`config.mk`:
```
export PLATFORM = sky130hd
export DESIGN_NAME = div_controller_flat
export DESIGN_NICKNAME = d
export VERILOG_FILES = /design/src/rtl/div_pkg.sv /design/src/rtl/div_controller_if.sv /design/src/rtl/div_controller.sv /design/src/flat_wrapper.sv
export SDC_FILE = /design/constraint.sdc
export NUM_CORES = 1
export LEC_CHECK = 0
export BUFFER_PORTS_ARGS = -buffer_cell sky130_fd_sc_hd__buf_4
export CORE_AREA = 2 2 39 41
export CTS_BUF_LIST = sky130_fd_sc_hd__clkbuf_4 sky130_fd_sc_hd__clkbuf_8
export DETAILED_ROUTE_END_ITERATION = 8
export DIE_AREA = 0 0 41 43
export PLACE_DENSITY_LB_ADDON = 0.3
export SETUP_SLACK_MARGIN = 0.5
export SLEW_MARGIN = 30
export SYNTH_ARGS = -nofsm -noshare
export SYNTH_HDL_FRONTEND = slang
export SYNTH_SLANG_ARGS = --single-unit
```
`constraint.sdc`:
```
create_clock -name clk -period 1.3 [get_ports clk]
set_input_delay 0.39 -clock clk [delete_from_list [all_inputs] [get_ports clk]]
set_output_delay 0.39 -clock clk [all_outputs]
set_load 0.05 [all_outputs]
```
`src/rtl/div_pkg.sv`:
```
// Shared types and constants for the unsigned fixed-point divider.
// Imported by the controller, counter14 and the datapath.
package div_pkg;

  localparam int DIV_ITER = 14;

  typedef enum logic [2:0] {
    IDLE  = 3'd0,
    LOAD  = 3'd1,
    CHECK = 3'd2,
    ITER  = 3'd3,
    DONE  = 3'd4,
    ERR   = 3'd5
  } state_e;

endpackage

```
`src/rtl/div_controller_if.sv`:
```
// Control bundle between the divider controller, datapath and counter14.
// master: divider top side; slave: the controller.
interface div_controller_if;

  logic start;
  logic dz;
  logic lt;
  logic co;
  logic busy;
  logic valid;
  logic dvz_err;
  logic ld_a;
  logic ld_b;
  logic clr_r;
  logic sh_en;
  logic sub_en;
  logic q_bit;
  logic cnt_en;
  logic cnt_sclr;

  modport master (
    output start, dz, lt, co,
    input  busy, valid, dvz_err,
    input  ld_a, ld_b, clr_r,
    input  sh_en, sub_en, q_bit,
    input  cnt_en, cnt_sclr
  );

  modport slave (
    input  start, dz, lt, co,
    output busy, valid, dvz_err,
    output ld_a, ld_b, clr_r,
    output sh_en, sub_en, q_bit,
    output cnt_en, cnt_sclr
  );

endinterface

```
`src/rtl/div_controller.sv`:
```
// Control-path FSM of the unsigned divider: load, zero check,
// shift/subtract iterations paced by counter14, then result.
module div_controller
  import div_pkg::*;
#(
  parameter bit HOLD_VALID = 1'b1,
  parameter int ITER_COUNT = DIV_ITER
) (
  input  logic             clk,
  input  logic             rst,
  div_controller_if.slave  bus
);

  localparam logic [4:0] LP_LAST = 5'(ITER_COUNT - 1);

  state_e r_state;
  state_e w_next;

  logic w_busy;
  logic w_valid;
  logic w_dvz;
  logic w_load;
  logic w_iter;
  logic w_take;

  always_ff @(posedge clk) begin
    if (rst) r_state <= IDLE;
    else     r_state <= w_next;
  end

  always_comb begin
    w_next  = r_state;
    w_busy  = 1'b0;
    w_valid = 1'b0;
    w_dvz   = 1'b0;
    w_load  = 1'b0;
    w_iter  = 1'b0;
    w_take  = 1'b0;
    unique case (r_state)
      IDLE: begin
        if (bus.start) w_next = LOAD;
      end
      LOAD: begin
        w_busy = 1'b1;
        w_load = 1'b1;
        w_next = CHECK;
      end
      CHECK: begin
        w_busy = 1'b1;
        w_next = bus.dz ? ERR : ITER;
      end
      ITER: begin
        w_busy = 1'b1;
        w_iter = 1'b1;
        w_take = ~bus.lt;
        if (bus.co) w_next = DONE;
      end
      DONE, ERR: begin
        w_valid = 1'b1;
        w_dvz   = (r_state == ERR);
        // a start seen while the result is shown begins the next job
        if (bus.start)       w_next = LOAD;
        else if (!HOLD_VALID) w_next = IDLE;
      end
      default: w_next = IDLE;
    endcase
  end

  assign bus.busy     = w_busy;
  assign bus.valid    = w_valid;
  assign bus.dvz_err  = w_dvz;
  assign bus.ld_a     = w_load;
  assign bus.ld_b     = w_load;
  assign bus.clr_r    = w_load;
  assign bus.cnt_sclr = w_load;
  assign bus.sh_en    = w_iter;
  assign bus.cnt_en   = w_iter;
  assign bus.sub_en   = w_take;
  assign bus.q_bit    = w_take;

  // run length of the current ITER stay, checked against ITER_COUNT
  logic [4:0] r_iter_len;

  always_ff @(posedge clk) begin
    if (rst)                  r_iter_len <= '0;
    else if (r_state == ITER) r_iter_len <= r_iter_len + 5'd1;
    else                      r_iter_len <= '0;
  end

  a_no_sh_ld: assert property (
    @(posedge clk) disable iff (rst)
    !(bus.sh_en && bus.ld_a));

  a_no_clr_en: assert property (
    @(posedge clk) disable iff (rst)
    !(bus.cnt_sclr && bus.cnt_en));

  a_iter_max: assert property (
    @(posedge clk) disable iff (rst)
    (r_state == ITER) |-> (r_iter_len <= LP_LAST));

  a_iter_exact: assert property (
    @(posedge clk) disable iff (rst)
    (r_state == ITER && bus.co) |-> (r_iter_len == LP_LAST));

endmodule
```
`src/flat_wrapper.sv`:
```
// flat-port wrapper written by rule: the top's interface ports become plain ports
module div_controller_flat import div_pkg::*;
#(
  parameter bit HOLD_VALID = 1'b1,
  parameter int ITER_COUNT = DIV_ITER
)
  (clk, rst, bus_start, bus_dz, bus_lt, bus_co, bus_busy, bus_valid, bus_dvz_err, bus_ld_a, bus_ld_b, bus_clr_r, bus_sh_en, bus_sub_en, bus_q_bit, bus_cnt_en, bus_cnt_sclr);
  div_controller_if bus_i ();
  input  logic clk;
  input  logic rst;
  input wire logic [$bits(bus_i.start)-1:0] bus_start;
  input wire logic [$bits(bus_i.dz)-1:0] bus_dz;
  input wire logic [$bits(bus_i.lt)-1:0] bus_lt;
  input wire logic [$bits(bus_i.co)-1:0] bus_co;
  output wire logic [$bits(bus_i.busy)-1:0] bus_busy;
  output wire logic [$bits(bus_i.valid)-1:0] bus_valid;
  output wire logic [$bits(bus_i.dvz_err)-1:0] bus_dvz_err;
  output wire logic [$bits(bus_i.ld_a)-1:0] bus_ld_a;
  output wire logic [$bits(bus_i.ld_b)-1:0] bus_ld_b;
  output wire logic [$bits(bus_i.clr_r)-1:0] bus_clr_r;
  output wire logic [$bits(bus_i.sh_en)-1:0] bus_sh_en;
  output wire logic [$bits(bus_i.sub_en)-1:0] bus_sub_en;
  output wire logic [$bits(bus_i.q_bit)-1:0] bus_q_bit;
  output wire logic [$bits(bus_i.cnt_en)-1:0] bus_cnt_en;
  output wire logic [$bits(bus_i.cnt_sclr)-1:0] bus_cnt_sclr;
  assign bus_i.start = bus_start;
  assign bus_i.dz = bus_dz;
  assign bus_i.lt = bus_lt;
  assign bus_i.co = bus_co;
  assign bus_busy = bus_i.busy;
  assign bus_valid = bus_i.valid;
  assign bus_dvz_err = bus_i.dvz_err;
  assign bus_ld_a = bus_i.ld_a;
  assign bus_ld_b = bus_i.ld_b;
  assign bus_clr_r = bus_i.clr_r;
  assign bus_sh_en = bus_i.sh_en;
  assign bus_sub_en = bus_i.sub_en;
  assign bus_q_bit = bus_i.q_bit;
  assign bus_cnt_en = bus_i.cnt_en;
  assign bus_cnt_sclr = bus_i.cnt_sclr;
  div_controller #(.HOLD_VALID(HOLD_VALID), .ITER_COUNT(ITER_COUNT)) u_core (.clk(clk), .rst(rst), .bus(bus_i));
endmodule
```
==> summary.md, run 1 <==
| Metric | Value |
|---|---|
| Synthesis-stage register bit count | `3` |
| First-pass GRT wire length | `952 um` |
| Critical R2R Launch | `u_core.r_state[1]` |
| Final Instance Area | `549.3 um2` |
| Fin. Hold Viols | `0` |
| Crit-path max cell delay | `0.33 ns` |
| CTS tree | `yes` |
| Die Ht | `43 um` |
| Antenna violations before repair | `0` |
| Clock power share | `0.330` |
| Via Count | `289` |
| Mapped Area | `244.0 um2` |
| Setup TNS Final | `-1.956 ns` |
| Worst Skew | `0.001357 ns` |
| Run status | `finished, violations left` |
| Clock sink count | `3` |
| Crit-path cells | `buf_6 > nor3b_4 > buf_6` |
| DR WL met3 | `54 um` |
| Die Area | `0.001763 mm2` |
| DRT met1 WL | `247 um` |
| Share of cells above drive strength 1 | `0.8077` |
| Slew @ Worst Pin | `0.2857 ns` |
| P_int | `345.6 uW` |
| Grt total ovfl | `0` |
| H-tree depth | `1` |
| Post-synthesis cell count | `32` |
| Top cells by area, synth | `dfxtp_1, buf_4, nor2_1, and2b_2, buf_6` |
| Max reg flops | `3` |
| Number of port buffers | `16` |
| Leak Pwr | `0.0002475 uW` |
| 1st-pass router iterations | `2` |
| Final Max Tran Viols | `0` |
| R2R setup slack | `0.11 ns` |
| Vias per cell | `4.250` |
| GP Congestion | `0.7201` |
| FF/Latch Area | `68.82 um2` |
| Nature of the critical path startpoint | `register` |
| Routed length per instance | `9.074 um` |
| Top delay family on crit path | `flip-flops` |
| Largest net degree at the start of global routing | `7` |
| Maximum clock rate | `643.4 MHz` |
| CTS Root Cell | `clkbuf_4` |
| Setup WS post-layout | `-0.2542 ns` |
| Levels on crit path | `3` |
| Compound-cell area share of the yosys netlist | `0.1436` |
| Post-Synth Adder-Cell Area | `0` |
| Critical path class | `reg2out` |
| Row count | `14` |
| Minimum clock period | `1.554 ns` |
| Detail Route met2 WL | `293 um` |
| Post-synth top area share | `0.2462` |
| Syn-to-layout area delta | `125.1%` |
| Worst path slowest cell | `dfxtp_2` |
| Post-synthesis xor/xnor area fraction | `0` |
| Mean Syn Cell Area | `7.625 um2` |
| Seq/Total Area, Yosys | `0.2462` |
| Sequential power share | `0.204` |
| Failing checks | `setup timing` |
| Vias in the first global route | `249` |
| Worst Setup EP | `bus_cnt_sclr` |
| Reg2Reg Depth | `6` |
| Num CTS Buffers | `3` |
| Placed cell area | `416.7 um2` |
| Clk slew on worst S/H paths | `0.04 ns` |
| Switching share of power | `0.3657` |
| DRT iter0 DRCs | `1` |
| Synth cell types | `17` |
| Fillers | `152` |
| Cell repeated most along the worst path | `buf_6` |
| Worst Hold Class | `in2reg` |
| Syn_nets | `38` |
| Top layer in use | `met4` |
| Comb pwr share | `0.465` |
| Post-DRT Antenna Nets | `0` |
| Largest Register | `u_core.r_state` |
| Synth Area in Simple Gates | `0.3282` |
| Unrepaired setup endpoints after global routing | `true` |
| # IOs | `17` |
| Worst endpoint required time | `0.91 ns` |
| Cell type with the largest total area after synthesis | `dfxtp_1` |
| HPWL after detailed placement | `439.5 um` |
| Die Width | `41 um` |
| Core Region | `0.001384 mm2` |
| R2r endpoint | `u_core.r_state[0]` |
| Tcrit/Tclk final | `1.196` |
| Critical path endpoint category | `output port` |
| PD cells | `991.9 mW/mm2` |
| Finished Core Util | `0.3969` |
| Starting Density | `0.1763` |
| Buffers & Inverters on Critical Path | `2` |
| Post-synthesis mux area share | `0.04103` |
| WL final | `617 um` |
| Ant. Diodes | `0` |
| Critical path origin | `u_core.r_state[1]` |
| Clk Latency, worst-skew pair | `0.23 ns` |
| Max FO, Critical Path | `4` |
| Clk buf depth | `2` |
| Max_slew headroom | `0.8093` |
| Final setup viols | `11` |
| P_sw | `199.2 uW` |
| Hold depth | `2` |
| Largest family of logic cells by synthesized area | `simple AND/OR/NAND/NOR gates` |
| Area occupied by multi-input gates | `177.7 um2` |
| WP data arrival | `1.16 ns` |
| NumNets Final | `59` |
| Total global routing track utilization | `0.08116` |
| YS warnings | `0` |
| Maxcap violations | `0` |
| Top flop regs | `u_core.r_state x3` |
| Hold_buf cts | `0` |
| IR drop worst, VDD | `0.0005756 V` |
| Drt drc | `0` |
-- cells by family after synthesis --
group,after synthesis
mux,1
compound gates,6
simple gates,14
buf+inv,8
flops,3
-- placed cells by master, fill, tap and decap left out, types with 2 or more instances in the layout --
cell      count
buf_4        11
buf_6         8
clkbuf_4      4
buf_8         4
nor2_1        3
a21oi_1       2
dfxtp_4       2
-- cell usage after synthesis --
| cell | count |
|---|---|
| buf_4 | 5 |
| o21ai_0 | 2 |
| nor3_1 | 2 |
| nor2_1 | 5 |
| dfxtp_1 | 3 |
| nor3b_1 | 1 |
| a22oi_1 | 1 |
| mux2i_1 | 1 |
| buf_6 | 1 |
| and2b_2 | 2 |
| a21oi_1 | 2 |
| nor4b_1 | 1 |
| buf_2 | 1 |
| and3b_2 | 1 |
| nand2_1 | 2 |
| a21o_1 | 1 |
| clkbuf_2 | 1 |
-- metrics by stage --
| stage | std cells | setup WS (ns) | hold slack [ns] | total power [uW] |
|---|---|---|---|---|
| floorplan | 32 | -0.3710 | 0.4591 | 290.9 |
| global placement | 62 | -0.01939 | 0.5825 | 329.7 |
| detailed placement | 62 | -0.03101 | 0.5858 | 330.2 |
| CTS | 67 | -0.2707 | 0.3454 | 549.7 |
| global route | 68 | -0.3073 | 0.3575 | 581.7 |
| finish | 68 | -0.2542 | 0.3603 | 544.8 |
-- power by group through the flow --
stage	Sequential (uW)	Clock [uW]	Combinational (uW)
6_report	111	180	254
5_1_grt	113	200	269
4_1_cts	112	187	251
3_5_place_dp	113	0	218
3_3_place_gp	112	0	217
2_1_floorplan	104	0	187
-- area by class of cell --
class                           instances  area share
Clock buffer                            4     0.05467
Timing Repair Buffer                   24      0.4601
Multi-Input combinational cell         21      0.3235
Tap cell                               16     0.03645
Sequential cell                         3      0.1253
-- how the worst min path moves through the flow --
| stage | slack (ns) | startpoint | end |
|---|---|---|---|
| 2_1_floorplan | 0.46 | rst | u_core.r_state[0] |
| 3_3_place_gp | 0.58 | rst | u_core.r_state[0] |
| 3_5_place_dp | 0.59 | rst | u_core.r_state[0] |
| 4_1_cts | 0.35 | rst | u_core.r_state[1] |
| 5_1_grt | 0.36 | rst | u_core.r_state[0] |
| 6_report | 0.36 | rst | u_core.r_state[0] |
-- timing repair --
item	CTS	global route
endpoints found under the setup margin	14	14
pin swaps	3	2
buffers inserted	1	1
gates resized for setup	23	2
-- layer usage --
metal  track usage  vias up
met2        0.1063       16
met3       0.04712        2
met5             0        -
met4       0.06000        0
met1       0.09265      128
li1              -      143
Note: power is estimated with default switching activity, not from simulation.
==> inputs of run 2 (changes only) <==
==> constraint.sdc (replaced) <==
create_clock -name clk -period 1.9 [get_ports clk]
set_input_delay 0.57 -clock clk [delete_from_list [all_inputs] [get_ports clk]]
set_output_delay 0.57 -clock clk [all_outputs]
set_load 0.05 [all_outputs]
==> summary.md, run 2 (synthesized netlist as in run 1, its figures left out) <==
| Metric | Value |
|---|---|
| Drt drc | `0 (unchanged)` |
| P_int | `227.3 uW (was 345.6 uW)` |
| Hold endpoint | `u_core.r_state[0] (unchanged)` |
| Worst Hold Class | `in2reg (unchanged)` |
| GP Congestion | `0.7321 (was 0.7201)` |
| Final Max Tran Viols | `0 (unchanged)` |
| Routed length per instance | `9.179 um (was 9.074 um)` |
| Buffers & Inverters on Critical Path | `1 (was 2)` |
| Clock sink count | `3 (unchanged)` |
| Share of cells above drive strength 1 | `0.7647 (was 0.8077)` |
| Vias per cell | `4.224 (was 4.250)` |
| NumNets Final | `58 (was 59)` |
| Switching share of power | `0.3791 (was 0.3657)` |
| Max_slew headroom | `0.8166 (was 0.8093)` |
| Maxcap violations | `0 (unchanged)` |
| 1st-pass router iterations | `4 (was 2)` |
| Die Ht | `43 um (unchanged)` |
| Maximum clock rate | `611.0 MHz` |
| Crit-path max cell delay | `0.36 ns (was 0.33 ns)` |
| Commonest non-fill, non-tap cell in the layout | `buf_4 (unchanged)` |
| # IOs | `17 (unchanged)` |
| Critical path class | `reg2out (unchanged)` |
| Post-placement setup slack | `0.2711 ns (was -0.03101 ns)` |
| Total global routing track utilization | `0.08325 (was 0.08116)` |
| Critical R2R Launch | `u_core.r_state[0] (was u_core.r_state[1])` |
| R2R setup slack | `0.75 ns (was 0.11 ns)` |
| Row count | `14 (unchanged)` |
| Fillers | `143 (was 152)` |
| R2r endpoint | `u_core.r_state[2] (was u_core.r_state[0])` |
| Hold path start | `rst (unchanged)` |
| Clock power share | `0.353 (was 0.330)` |
| H-tree depth | `1 (unchanged)` |
| Core Region | `0.001384 mm2 (unchanged)` |
| Syn-to-layout area delta | `109.2% (was 125.1%)` |
| Tcrit/Tclk final | `0.8614` |
| Critical path endpoint category | `output port (unchanged)` |
| Grt total ovfl | `0 (unchanged)` |
| Worst Skew | `0.003239 ns (was 0.001357 ns)` |
| Ant. Diodes | `0 (unchanged)` |
| Max reg flops | `3 (unchanged)` |
| Sequential power share | `0.214 (was 0.204)` |
| Hold depth | `2 (unchanged)` |
| Clk buf depth | `2 (unchanged)` |
| CTS tree | `yes (unchanged)` |
| Fin. Hold Viols | `0 (unchanged)` |
| FF/Latch Area | `71.32 um2 (was 68.82 um2)` |
| Nature of the critical path startpoint | `register (unchanged)` |
| Final setup viols | `0 (was 11)` |
| P_sw | `138.8 uW (was 199.2 uW)` |
| Top flop regs | `u_core.r_state x3 (unchanged)` |
| Die Width | `41 um (unchanged)` |
| Top delay family on crit path | `flip-flops (unchanged)` |
| Setup WS post-layout | `0.2634 ns (was -0.2542 ns)` |
| Clk Latency, worst-skew pair | `0.24 ns (was 0.23 ns)` |
| Reg2Reg Depth | `5 (was 6)` |
| Number of port buffers | `16 (unchanged)` |
| Starting Density | `0.1763 (unchanged)` |
| Commonest cells after routing, fill and taps aside | `buf_4, buf_6, clkbuf_4 (was buf_4, buf_6, clkbuf_4, buf_8, nor2_1)` |
| WP data arrival | `1.07 ns (was 1.16 ns)` |
| First-pass GRT wire length | `959 um (was 952 um)` |
| Leak Pwr | `0.0002365 uW (was 0.0002475 uW)` |
| Crit-path cells | `nor3b_4 > buf_4 (was buf_6 > nor3b_4 > buf_6)` |
| Comb pwr share | `0.433 (was 0.465)` |
| Slew @ Worst Pin | `0.2713 ns (was 0.2857 ns)` |
| Antenna violations before repair | `0 (unchanged)` |
| Run status | `completed (was finished, violations left)` |
| Largest net degree at the start of global routing | `7 (unchanged)` |
| Largest Register | `u_core.r_state (unchanged)` |
| WL final | `615 um (was 617 um)` |
| Max FO, Critical Path | `6 (was 4)` |
| Setup TNS Final | `0 ns (was -1.956 ns)` |
| Worst endpoint required time | `1.33 ns (was 0.91 ns)` |
| Worst path slowest cell | `dfxtp_4 (was dfxtp_2)` |
| PD cells | `717.2 mW/mm2 (was 991.9 mW/mm2)` |
| Vias in the first global route | `246 (was 249)` |
| Hold_buf cts | `0 (unchanged)` |
| Die Area | `0.001763 mm2 (unchanged)` |
| Clk slew on worst S/H paths | `0.04 ns (about the same)` |
| Post-DRT Antenna Nets | `0 (unchanged)` |
| Area occupied by multi-input gates | `167.7 um2 (was 177.7 um2)` |
| Minimum clock period | `1.637 ns` |
| HPWL after detailed placement | `411.8 um (was 439.5 um)` |
| IR drop worst, VDD | `0.0003152 V (was 0.0005756 V)` |
| CTS Root Cell | `clkbuf_4 (unchanged)` |
| Num CTS Buffers | `3 (unchanged)` |
| Unrepaired setup endpoints after global routing | `true (unchanged)` |
| Via Count | `283 (was 289)` |
| DRT iter0 DRCs | `7 (was 1)` |
[run 2: cell count changes in the layout (fill, tap and decap cells not counted), sizes merged]
cell and delta:
buf -1
[run 2: cell type report]
type	count	share of cell area
multi-input combinational	21	0.3284
sequential	3	0.1397
clock buffer	4	0.05882
timing repair buffer	23	0.4338
tap	16	0.03922
[run 2: worst max-delay path by stage]
stage                      start            to  slack [ns]  cells after the start
2_1_floorplan  u_core.r_state[1]  bus_cnt_sclr        0.05                      3
3_3_place_gp   u_core.r_state[2]     bus_valid        0.30                      2
3_5_place_dp   u_core.r_state[1]    bus_sub_en        0.27                      3
4_1_cts        u_core.r_state[1]      bus_ld_a        0.24                      2
5_1_grt        u_core.r_state[0]      bus_ld_a        0.17                      2
6_report       u_core.r_state[1]      bus_ld_a        0.26                      2
[run 2: metrics by stage]
stage	hold WS, ns	total power, uW	utilization	area [um2]	instances
global placement	0.6235	212.7	0.2640	365.4	57
CTS	0.4964	364.8	0.3499	484.2	66
floorplan	0.5664	197.8	-	306.5	32
global route	0.5040	387.5	0.3689	510.5	67
detailed placement	0.6243	213.2	0.2640	365.4	57
finish	0.5038	366.1	0.3689	510.5	67
[run 2: repair_timing]
action                                  CTS  global route
gates resized for setup                  17             5
setup buffers                             5             1
endpoints found under the setup margin   11            11
pin swaps                                 1             1
[run 2: worst reg2reg max path, cell delays in order (launching register included)]
cell	delay (ns)
dfxtp_4	0.35
buf_6	0.12
buf_4	0.14
mux2i_1	0.11
nor4b_1	0.26
a21o_1	0.11
[run 2: layer usage]
layer | GRT usage | wire length (um)
met1 | 0.09936 | 256
met2 | 0.1156 | 279
met3 | 0.01571 | 65
met4 | 0.08000 | 14
met5 | 0 | 0
[run 2: power groups by stage]
stage	combinational [uW]	sequential, uW	clock, uW
after floorplan	127	71.0	0
after global placement	132	80.8	0
after detailed placement	132	81.1	0
after CTS	153	78.0	134
after global routing	168	79.5	140
final	159	78.4	129
==> inputs of run 3 (changes only) <==
--- a/config.mk
+++ b/config.mk
@@ -5,11 +5,14 @@
 export SDC_FILE = /design/constraint.sdc
 export NUM_CORES = 1
 export LEC_CHECK = 0
+export ABC_AREA = 1
 export BUFFER_PORTS_ARGS = -buffer_cell sky130_fd_sc_hd__buf_4
 export CORE_AREA = 2 2 39 41
 export CTS_BUF_LIST = sky130_fd_sc_hd__clkbuf_4 sky130_fd_sc_hd__clkbuf_8
 export DETAILED_ROUTE_END_ITERATION = 8
 export DIE_AREA = 0 0 41 43
+export GPL_ROUTABILITY_DRIVEN = 0
+export MAX_ROUTING_LAYER = met4
 export PLACE_DENSITY_LB_ADDON = 0.3
 export SETUP_SLACK_MARGIN = 0.5
 export SLEW_MARGIN = 30
==> summary.md, run 3 <==
| Metric | Value |
|---|---|
| Run status | `completed (unchanged)` |
| Clock sink count | `3 (unchanged)` |
| Top cells by area, synth | `dfxtp_1, buf_4, inv_1, nor2_1, nand2_1 (was dfxtp_1, buf_4, nor2_1, and2b_2, buf_6)` |
| Share of cells above drive strength 1 | `0.7164 (was 0.7647)` |
| Via Count | `329 (was 283)` |
| Synth cell types | `14 (was 17)` |
| IR drop worst, VDD | `0.0003469 V (was 0.0003152 V)` |
| Commonest non-fill, non-tap cell in the layout | `buf_4 (unchanged)` |
| Clk slew on worst S/H paths | `0.04 ns (about the same)` |
| Row count | `14 (unchanged)` |
| Ant. Diodes | `0 (unchanged)` |
| Die Width | `41 um (unchanged)` |
| Post-synthesis cell count | `45 (was 32)` |
| First-pass GRT wire length | `1007 um (was 959 um)` |
| Worst endpoint required time | `1.33 ns (about the same)` |
| Unrepaired setup endpoints after global routing | `true (unchanged)` |
| Max reg flops | `3 (unchanged)` |
| Fin. Hold Viols | `0 (unchanged)` |
| WL final | `738 um (was 615 um)` |
| Starting Density | `0.1971 (was 0.1763)` |
| Setup WS post-layout | `0.2281 ns (was 0.2634 ns)` |
| Clk buf depth | `2 (unchanged)` |
| PD cells | `871.8 mW/mm2 (was 717.2 mW/mm2)` |
| Clk Latency, worst-skew pair | `0.23 ns (was 0.24 ns)` |
| Grt total ovfl | `0 (unchanged)` |
| Synthesis-stage register bit count | `3 (unchanged)` |
| Drt drc | `0 (unchanged)` |
| Hold depth | `2 (unchanged)` |
| Post-placement setup slack | `0.3722 ns (was 0.2711 ns)` |
| Slew @ Worst Pin | `0.2121 ns (was 0.2713 ns)` |
| Tcrit/Tclk final | `0.8799 (was 0.8614)` |
| Final setup viols | `0 (unchanged)` |
| Max FO, Critical Path | `4 (was 6)` |
| Top flop regs | `u_core.r_state x3 (unchanged)` |
| Core Region | `0.001384 mm2 (unchanged)` |
| Largest Register | `u_core.r_state (unchanged)` |
| HPWL after detailed placement | `467.4 um (was 411.8 um)` |
| # IOs | `17 (unchanged)` |
| Area occupied by multi-input gates | `178.9 um2 (was 167.7 um2)` |
| Nature of the critical path startpoint | `register (unchanged)` |
| Minimum clock period | `1.672 ns (was 1.637 ns)` |
| Worst Skew | `0.003276 ns (was 0.003239 ns)` |
| Die Area | `0.001763 mm2 (unchanged)` |
| Number of port buffers | `16 (unchanged)` |
| Syn_nets | `51 (was 38)` |
| Worst Hold Class | `in2reg (unchanged)` |
| WP data arrival | `1.10 ns (was 1.07 ns)` |
| Mean Syn Cell Area | `6.061 um2 (was 7.625 um2)` |
| Mapped Area | `272.8 um2 (was 244.0 um2)` |
| 1st-pass router iterations | `4 (unchanged)` |
| Syn-to-layout area delta | `116.1% (was 109.2%)` |
| Fillers | `151 (was 143)` |
| CTS tree | `yes (unchanged)` |
| Post-DRT Antenna Nets | `0 (unchanged)` |
| Commonest cells after routing, fill and taps aside | `buf_4, buf_8, nand2_2, inv_1, nor2_1 (was buf_4, buf_6, clkbuf_4)` |
| FFs w/ async S/R, synth | `0 (unchanged)` |
| Commonest cells in the netlist | `inv_1, nor2_1, nand2_1, buf_4 (was buf_4, nor2_1, dfxtp_1)` |
| Critical path class | `reg2out (unchanged)` |
| Synth Flop Type | `dfxtp_1 (unchanged)` |
| DRT iter0 DRCs | `3 (was 7)` |
| Seq/Total Area, Yosys | `0.2202 (was 0.2462)` |
| Antenna violations before repair | `0 (unchanged)` |
| Number of enable flip-flop cells after synthesis | `0 (unchanged)` |
| H-tree depth | `1 (unchanged)` |
| NumNets Final | `74 (was 58)` |
| Vias in the first global route | `276 (was 246)` |
| Total global routing track utilization | `0.09240 (was 0.08325)` |
| Cell type with the largest total area after synthesis | `dfxtp_1 (unchanged)` |
| Maxcap violations | `0 (unchanged)` |
| FF/Latch Area | `68.82 um2 (was 71.32 um2)` |
| Max_slew headroom | `0.8571 (was 0.8166)` |
| Leak Pwr | `0.0003009 uW (was 0.0002365 uW)` |
| Die Ht | `43 um (unchanged)` |
| Top-count cell post-synth | `inv_1` |
| Final Max Tran Viols | `0 (unchanged)` |
| Routed length per instance | `8.892 um (was 9.179 um)` |
| Total chip power | `513.8 uW (was 366.1 uW)` |
| Hold_buf cts | `0 (unchanged)` |
| Post-synth top area share | `0.2202 (was 0.2462)` |
| CTS Root Cell | `clkbuf_4 (unchanged)` |
| Largest net degree at the start of global routing | `7 (unchanged)` |
| YS warnings | `0 (unchanged)` |
| Maximum clock rate | `598.1 MHz (was 611.0 MHz)` |
| Critical path endpoint category | `output port (unchanged)` |
| Num CTS Buffers | `3 (unchanged)` |
| Vias per cell | `3.964 (was 4.224)` |
| Reg2Reg Depth | `6 (was 5)` |
[run 3: power by group]
part	switching [uW]	internal, uW
logic	179	122
registers	13.2	73.9
clock network	32.8	92.9
total	225	289
[run 3: timing repair]
action,in CTS,in global routing
pin swaps,3,2
resized for setup,24,8
endpoints found under the setup margin,11,11
setup buffers,5,2
[run 3: layer usage]
| metal | up-vias | GRT usage | wire length, um |
|---|---|---|---|
| met5 | - | - | 0 |
| met4 | 0 | 0.1000 | 0 |
| met3 | 0 | 0.01571 | 59 |
| met2 | 15 | 0.1438 | 388 |
| met1 | 139 | 0.08307 | 290 |
| li1 | 175 | - | - |
[run 3: worst paths after layout]
check,start,end,slack (ns)
worst max register to register,u_core.r_state[1],u_core.r_state[2],0.73
worst min register to register,u_core.r_state[2],u_core.r_state[2],0.67
worst min-delay path,rst,u_core.r_state[1],0.50
worst max-delay path,u_core.r_state[2],bus_cnt_sclr,0.23
[run 3: through the flow]
| stage | TNS (ns) | utilization | hold slack (ns) | instances | area [um2] |
|---|---|---|---|---|---|
| 6_report | 0 | 0.4259 | 0.5018 | 83 | 589.3 |
| 5_1_grt | 0 | 0.4259 | 0.4956 | 83 | 589.3 |
| 4_1_cts | 0 | 0.3924 | 0.4880 | 81 | 543.0 |
| 3_5_place_dp | 0 | 0.2884 | 0.5945 | 72 | 399.1 |
| 3_3_place_gp | 0 | 0.2884 | 0.5966 | 72 | 399.1 |
| 2_1_floorplan | -0.04899 | - | 0.5573 | 45 | 311.5 |
[run 3: critical path, cell delays in order (launching register included)]
cell and delay, ns:
dfxtp_4 0.38, nor2_2 0.05, nand2_2 0.08, clkinvlp_4 0.16, buf_8 0.19
[run 3: kinds of logic after synthesis]
kind of cell | Yosys count | share of synthesized area
buffers and inverters | 15 | 0.2752
AND/OR/NAND/NOR | 23 | 0.4312
AO/OA/AOI/OAI | 4 | 0.07340
flip-flops | 3 | 0.2202
[run 3: final cells by class]
| class | count | area share |
|---|---|---|
| Clock buffer | 4 | 0.05096 |
| Inverter | 10 | 0.07431 |
| Multi-Input combinational cell | 27 | 0.3036 |
| Sequential cell | 3 | 0.1168 |
| Tap cell | 16 | 0.03397 |
| Timing Repair Buffer | 23 | 0.4204 |
